<file path="src/rtl/inv_sub_bytes_iter.sv">
// Iterative AES InvSubBytes stage. A 128-bit state is latched on the input
// handshake and substituted LANES bytes per cycle, working from byte 0 (MSB)
// toward byte 15. The finished state is then presented on a registered output
// until the consumer accepts it.
//
// Handshake semantics (both sides): a transfer happens on a rising edge where
// valid and ready are both 1. in_ready is a pure function of state. out_valid
// never looks at out_ready. clear overrides everything, so an in_valid seen
// together with clear is not taken even though in_ready reads 1.
module inv_sub_bytes_iter #(
    parameter int LANES = 4
) (
    input  logic         clk,
    input  logic         rst_n,
    input  logic         clear,
    input  logic         in_valid,
    output logic         in_ready,
    input  logic [127:0] data_in,
    output logic         out_valid,
    input  logic         out_ready,
    output logic [127:0] data_out
);

    localparam int NCHUNK = 16 / LANES;
    localparam logic [3:0] LAST = 4'(NCHUNK - 1);

    // Only divisors of 16 up to 16 give a whole number of chunks per block.
    if (!(LANES == 1 || LANES == 2 || LANES == 4 || LANES == 8 || LANES == 16)) begin : g_lanes_check
        $error("inv_sub_bytes_iter: LANES must be 1, 2, 4, 8 or 16");
    end

    typedef enum logic [1:0] {
        IDLE = 2'd0,
        BUSY = 2'd1,
        DONE = 2'd2
    } state_t;

    // State is kept as a named enum so checkers can bind to it directly.
    state_t       state;
    state_t       state_next;
    logic [3:0]   cnt;
    logic [127:0] work;
    logic [127:0] work_next;

    // GF(2^8) multiply modulo x^8 + x^4 + x^3 + x + 1.
    function automatic logic [7:0] gf_mul(input logic [7:0] a, input logic [7:0] b);
        logic [7:0] p;
        logic [7:0] aa;
        p  = 8'h00;
        aa = a;
        for (int i = 0; i < 8; i++) begin
            if (b[i]) p = p ^ aa;
            aa = {aa[6:0], 1'b0} ^ (aa[7] ? 8'h1b : 8'h00);
        end
        return p;
    endfunction

    // Multiplicative inverse as x^254 (maps 0 to 0, as AES requires).
    function automatic logic [7:0] gf_inv(input logic [7:0] x);
        logic [7:0] x2, x3, x12, x15, x240, x252;
        x2   = gf_mul(x, x);
        x3   = gf_mul(x2, x);
        x12  = gf_mul(gf_mul(x3, x3), gf_mul(x3, x3));
        x15  = gf_mul(x12, x3);
        x240 = gf_mul(x15, x15);
        x240 = gf_mul(x240, x240);
        x240 = gf_mul(x240, x240);
        x240 = gf_mul(x240, x240);
        x252 = gf_mul(x240, x12);
        return gf_mul(x252, x2);
    endfunction

    // Inverse S-box: undo the affine map (b_i = s_{i+2}^s_{i+5}^s_{i+7}^0x05), then invert.
    function automatic logic [7:0] inv_sbox(input logic [7:0] s);
        logic [7:0] b;
        b = {s[1] ^ s[4] ^ s[6], s[0] ^ s[3] ^ s[5], s[7] ^ s[2] ^ s[4], s[6] ^ s[1] ^ s[3],
             s[5] ^ s[0] ^ s[2], s[4] ^ s[7] ^ s[1], s[3] ^ s[6] ^ s[0], s[2] ^ s[5] ^ s[7]}
            ^ 8'h05;
        return gf_inv(b);
    endfunction

    // Substitute the current chunk of LANES bytes in place; one S-box per lane.
    always_comb begin
        logic [3:0] pos;
        logic [6:0] lsb;
        work_next = work;
        pos       = 4'd0;
        lsb       = 7'd0;
        for (int l = 0; l < LANES; l++) begin
            pos = 4'(32'(cnt) * LANES + l);
            lsb = 7'(8 * (15 - 32'(pos)));
            work_next[lsb +: 8] = inv_sbox(work[lsb +: 8]);
        end
    end

    // State register.
    always_ff @(posedge clk or negedge rst_n) begin
        if (!rst_n) state <= IDLE;
        else        state <= state_next;
    end

    // Next-state logic; clear wins over every transition.
    always_comb begin
        state_next = state;
        if (clear) begin
            state_next = IDLE;
        end else begin
            case (state)
                IDLE:    if (in_valid) state_next = BUSY;
                BUSY:    if (cnt == LAST) state_next = DONE;
                DONE:    if (out_ready) state_next = IDLE;
                default: state_next = IDLE;
            endcase
        end
    end

    // Handshake outputs decoded from state only.
    always_comb begin
        in_ready  = (state == IDLE);
        out_valid = (state == DONE);
    end

    // Datapath: latch on accept, substitute while busy, register the final state.
    always_ff @(posedge clk or negedge rst_n) begin
        if (!rst_n) begin
            cnt      <= 4'd0;
            work     <= 128'd0;
            data_out <= 128'd0;
        end else if (clear) begin
            cnt <= 4'd0;
        end else begin
            case (state)
                IDLE: begin
                    if (in_valid) begin
                        work <= data_in;
                        cnt  <= 4'd0;
                    end
                end
                BUSY: begin
                    work <= work_next;
                    cnt  <= cnt + 4'd1;
                    if (cnt == LAST) data_out <= work_next;
                end
                default: ;
            endcase
        end
    end

endmodule

</file>
<file path="config.mk">
export PLATFORM = sky130hd
export DESIGN_NAME = inv_sub_bytes_iter
export DESIGN_NICKNAME = d
export VERILOG_FILES = /design/src/rtl/inv_sub_bytes_iter.sv
export SDC_FILE = /design/constraint.sdc
export NUM_CORES = 2
export LEC_CHECK = 0
export BUFFER_PORTS_ARGS = -buffer_cell sky130_fd_sc_hd__buf_4
export CAP_MARGIN = 15
export CORE_UTILIZATION = 30
export DETAILED_ROUTE_END_ITERATION = 16
export GPL_TIMING_DRIVEN = 0
export MAX_ROUTING_LAYER = met4
export SYNTH_ARGS = -nofsm -noshare
export SYNTH_HDL_FRONTEND = slang
export SYNTH_SLANG_ARGS = --single-unit
</file>
<file path="constraint.sdc">
create_clock -name clk -period 23.2 [get_ports clk]
set_clock_uncertainty 0.1 [all_clocks]
set_input_delay 4.64 -clock clk [delete_from_list [all_inputs] [get_ports clk]]
set_output_delay 4.64 -clock clk [all_outputs]
set_load 0.005 [all_outputs]
</file>
# == Yosys cells after proc, flatten, opt, wreduce, memory -nomap -nowiden ==
# Cells that the tools add are included.
# totals
reg_bits,262
# op_classes
n_addsub,12
eq_ne,7
shift,12
n_mux,674
n_bitwise,685
n_reduce_logical,7
# ops
cell,count
8-bit 2-to-1 mux,352
8-bit by 5-bit XOR with 8-bit output,308
8-bit XOR,308
5-bit 2-to-1 mux,308
128-bit bitwise mux,4
"8-bit by 9-bit variable shift with 128-bit output, first input constant",4
128-bit by 8-bit indexed part select with 8-bit output,4
8-bit by 9-bit indexed part select with 128-bit output,4
128-bit one-hot mux with 2 select lines,1
128-bit 2-to-1 mux,1
1-bit XOR,64
7-bit negator with 9-bit output,4
"4-bit subtractor, first input constant",4
3-bit AND reduction,3
"4-bit by 1-bit adder with 4-bit output, second input constant",2
"4-bit by 2-bit adder with 4-bit output, second input constant",2
2-bit 2-to-1 mux,4
4-bit 2-to-1 mux,2
2-bit NOT,4
4-bit one-hot mux with 2 select lines,1
"3-bit != test, second input constant",2
2-bit one-hot mux with 3 select lines,1
"4-bit by 2-bit == test with 1-bit output, second input constant",1
"3-bit by 2-bit != test with 1-bit output, second input constant",1
other kinds (8),8

# == Depth between registers and ports, before layout ==
# logic_depth
word_depth,186
mapped_depth,88
mapped_depth_nobuf,76

# == Worst setup path before layout ==
# No wires, ideal clock.
# synth_timing
path_kind,flip-flop to flip-flop
start,register cnt[1]
end,register work[28]
setup_ns,0.135
arrival_ns,20.122
slack_ns,2.843
path_stages_with_launch,82
path_buffers,9
cell_sequence,dfrtp_1 > buf_4 > buf_4 > buf_4 > mux4_2 > xnor2_2 > xor2_1 > inv_2 > ha_1 > clkbuf_1 > xnor2_1 > nor2_1 > a22oi_1 > xnor2_1 > xnor2_1 > xnor3_1 > xor2_1 > nor2_1 > [... 46 more ...] > inv_1 > ha_1 > xnor2_1 > xor2_1 > mux2i_1 > xor2_1 > mux4_2 > a222oi_1 > xor2_1 > xnor2_1 > xnor2_2 > nand2_1 > xnor3_1 > xor2_1 > xnor2_1 > xnor2_1 > a31oi_1 > a2bb2oi_1
# synth_via
elab_chain_len,180
elab_cells_between_ends,1372
# synth_rtl
element,line,source
start: declaration,41,logic [3:0] cnt;
start signal: assignment,141,cnt <= cnt + 4'd1;
4-bit by 1-bit adder with 4-bit output or 4-bit subtractor (tied branches),"90, 91",
4-bit subtractor or 128-bit by 8-bit indexed part select with 8-bit output (tied branches),"91, 92",
128-bit by 8-bit indexed part select with 8-bit output or 1-bit XOR (tied branches),"92, 77",
1-bit XOR,77,"s[5] ^ s[0] ^ s[2], s[4] ^ s[7] ^ s[1], s[3] ^ s[6] ^ s[0], s[2] ^ s[5] ^ s[7]}"
1-bit XOR or 2-bit NOT (tied branches),n/a,
2-bit NOT (no source line) or 8-bit 2-to-1 mux (tied branches),n/a,
8-bit 2-to-1 mux or 8-bit XOR (tied branches),52,if (b[i]) p = p ^ aa;
8-bit XOR or 8-bit 2-to-1 mux (tied branches),52,
[... 163 more ...],n/a,
8-bit XOR or 8-bit 2-to-1 mux (tied branches),52,
8-bit 2-to-1 mux or 8-bit XOR (tied branches),52,
8-bit XOR or 8-bit 2-to-1 mux (tied branches),52,
8-bit 2-to-1 mux or 8-bit by 9-bit indexed part select with 128-bit output (tied branches),"52, 92",
8-bit by 9-bit indexed part select with 128-bit output or 128-bit bitwise mux (tied branches),92,work_next[lsb +: 8] = inv_sbox(work[lsb +: 8]);
128-bit bitwise mux (2 in a row),92,
128-bit bitwise mux (*),92,
128-bit one-hot mux with 2 select lines (*),132,case (state)
end signal: assignment,135,work <= data_in;
end signal: assignment,140,work <= work_next;
end: declaration,42,logic [127:0] work;
# Every way passes the cells marked *; elsewhere a longest branch is shown, timed or not.
# A chain may end at the register's enable or synchronous reset.

# == Final worst setup path ==
# layout_timing
start,register cnt[1]
end,register work[93]
# Same word-level chain as after synthesis.

==> metrics <==
Worst Hold Class=reg -> reg; share of the synthesized area in the top cell type=17.7%; Mapped Area=57800 um^2; post-synthesis mux area share=5.25%; post-route cell area=65500 um^2; post-layout min period=22.28 ns; Initial DRT Pass Iterations=6; maximum fanout along the worst path=10; Rows=160; core area=191000 um^2; layout cell share with drive strength beyond 1=12.8%; first-pass GRT wire length=334000 um; Rel. slew slack=13.5%; DRT iter0 DRCs=6126; crit path kind=reg -> reg; CTS tree=done; Hold Buf Count CTS=0; clk_lat worst skew=0.59 ns; worst min-delay path startpoint=data_out[25]$_DFFE_PN0P_; Fmax achieved=44.9 MHz; initial antenna violation count=8; Avg WL per Cell=22.2 um; Overflow after GRT=0; final net count=7765; die area=194000 um^2; Synth top cells by count=1167 x xnor2_1, 861 x nand2_1, 851 x nor2_1, 386 x o21ai_0, 383 x xor2_1; H-tree depth=1; maxcap violations=0; placed cell area=63000 um^2; Syn Area/Cell=7.95 um^2; Most common cell on crit path=xnor2_1; WL final=225000 um; Post-synth EDFFs=0; reg-to-reg startpoint=cnt[1]$_DFFE_PN0P_; largest family of logic cells by synthesized area=XOR/XNOR gates; DRT antenna net count=0; synth warn=0; Longest Clk Path Bufs=3; final hold violations=0; post-synth top area cell=xnor2_1; asr flop ratio synth=100%; pin count of the biggest net entering global routing=114; Num CTS Buffers=27; Port Buf Inserts=262; post-synthesis cell count=7271; clock transition at the registers of the reported paths=0.07 ns; # setup viols final=0; CP endpoint kind=flop; Max Slew Vio Count=0; vias in the first global route=52368; critical path arrival=22.64 ns; transition time at the pin with the least slew margin=1.29 ns; setup tns final=0 ns; status=finished clean; DR vias=56028; All-Layer GR Usage=22.8%; root buf cell=clkbuf_16; DIE HEIGHT=441 um; clk sink count=262; ys flop type=dfrtp_1; Remaining DRCs=0; Syn Nets=7436; Seq/Total Area, Yosys=11.3%; initial core utilization=30.3%; GP Congestion=1.01; Via density=5.52; CP max-delay cell=xnor2_1; Synth-to-Final Area Change=13.3%; ranking of synthesized cells by area=xnor2_1 18%, xnor3_1 11%, dfrtp_1 11%, xor2_1 5.8%, nand2_1 5.6%; hpwl dp=176000 um; Post-Synth XOR/XNOR Area=41.2%; # IOs=263; Die X=441 um; count leader, synth=xnor2_1; Synth cell types=117; Synth Area in Adders=0.762%; CP required=23.56 ns; Synth Area in Compound Gates=17.9%; crit path launch type=flop; CP max stage delay=0.82 ns; #FFs+latches synth=262; Critical path origin=cnt[1]$_DFFE_PN0P_; fin crit share=96.0%; Synth Area in Simple Gates=18.6%
critical path, delay by kind of cell (launching register included):
| kind | cells | cell delay, ns |
|---|---|---|
| flops | 1 | 0.53 |
| fa+ha+maj | 6 | 2.24 |
| simple gates | 11 | 2.50 |
| buf+inv | 15 | 3.36 |
| mux | 3 | 1.17 |
| compound gates | 11 | 2.58 |
| xor+xnor | 32 | 9.64 |
repair_timing:
item,CTS,global route
setup endpoints to repair,180,256
resized for setup,65,133
pin swaps,8,18
buffers inserted,5,34
sequential cells by signal, summed over array words and instances, names as in the netlist:
| name | cells |
|---|---|
| data_out | 128 |
| cnt | 4 |
| work | 128 |
| state | 2 |
cells in the final DEF (no fill, tap or decap), drive strengths merged, types with 25 or more instances in the layout:
| master | synthesis | final |
|---|---|---|
| mux4 | 35 | 35 |
| a21o | 65 | 65 |
| mux2i | 178 | 178 |
| o221ai | 25 | 25 |
| nand2b | 57 | 57 |
| ha | 32 | 32 |
| o211ai | 49 | 49 |
| a211oi | 86 | 86 |
| nand3 | 141 | 141 |
| xor2 | 416 | 416 |
| and3 | 42 | 42 |
| xnor2 | 1253 | 1253 |
| xnor3 | 312 | 312 |
| nor2b | 94 | 94 |
| nand2 | 862 | 862 |
| nor2 | 854 | 854 |
| and2 | 54 | 54 |
| mux2 | 40 | 40 |
| a221oi | 34 | 34 |
| nor3 | 180 | 180 |
| xor3 | 49 | 49 |
| dfrtp | 262 | 262 |
| inv | 142 | 142 |
| buf | 202 | 502 |
| a21oi | 320 | 320 |
| clkbuf | 292 | 332 |
| o22ai | 112 | 112 |
| a22oi | 62 | 62 |
| a31oi | 57 | 57 |
| o21ai | 488 | 488 |
| or3 | 30 | 30 |
path summary, 6_finish.rpt:
check                                      endpoint  slack, ns  cells past startpoint
hold reg to reg            data_out[25]$_DFFE_PN0P_       0.37                      2
setup reg to reg               work[93]$_DFFE_PN0P_       0.92                     78
setup / recovery               work[93]$_DFFE_PN0P_       0.92                     78
min in group asynchronous  data_out[81]$_DFFE_PN0P_       3.84                      1
hold / removal             data_out[25]$_DFFE_PN0P_       0.37                      2
max in group asynchronous      work[31]$_DFFE_PN0P_      17.64                      3
kinds of logic after synthesis:
logic type	count (synthesis)
buffers and inverters	653
muxes	253
adders and majority gates	36
AOI/OAI and AO/OA	1596
xor gates and xnor gates	2030
and+or+nand+nor	2441
DFF	262
stage by stage:
step | setup WS, ns | utilization, % | hold slack, ns | cells
final | 0.920 | 34.3 | 0.374 | 10143
after global routing | -0.0527 | 34.3 | 0.396 | 10137
after CTS | 0.0151 | 33.8 | 0.380 | 10099
after detailed placement | -3.17 | 33.0 | 0.365 | 10046
after global placement | -2.90 | 33.0 | 0.363 | 10044
after floorplan | 2.84 | - | 0.359 | 7271
cell type report:
class / count / area (um^2)
Fill cell: 19884 / 125000
Sequential cell: 262 / 6560
Clock buffer: 40 / 805
Inverter: 159 / 604
Buffer: 489 / 2260
Timing Repair Buffer: 305 / 2380
Multi-Input combinational cell: 6356 / 49500
Clock inverter: 9 / 158
Tap cell: 2511 / 3140
Antenna cell: 12 / 30.0
routing by layer:
| metal | GRT usage (%) | wire length (um) | vias to the layer above |
|---|---|---|---|
| li1 | - | - | 25873 |
| met1 | 26.5 | 87000 | 27150 |
| met2 | 35.5 | 102000 | 2359 |
| met3 | 2.76 | 13700 | 646 |
| met4 | 18.7 | 22700 | 0 |
| met5 | - | 0 | - |
Power is not shown: default switching activity piles up to over one toggle a cycle in this logic, so the estimate is an artifact.
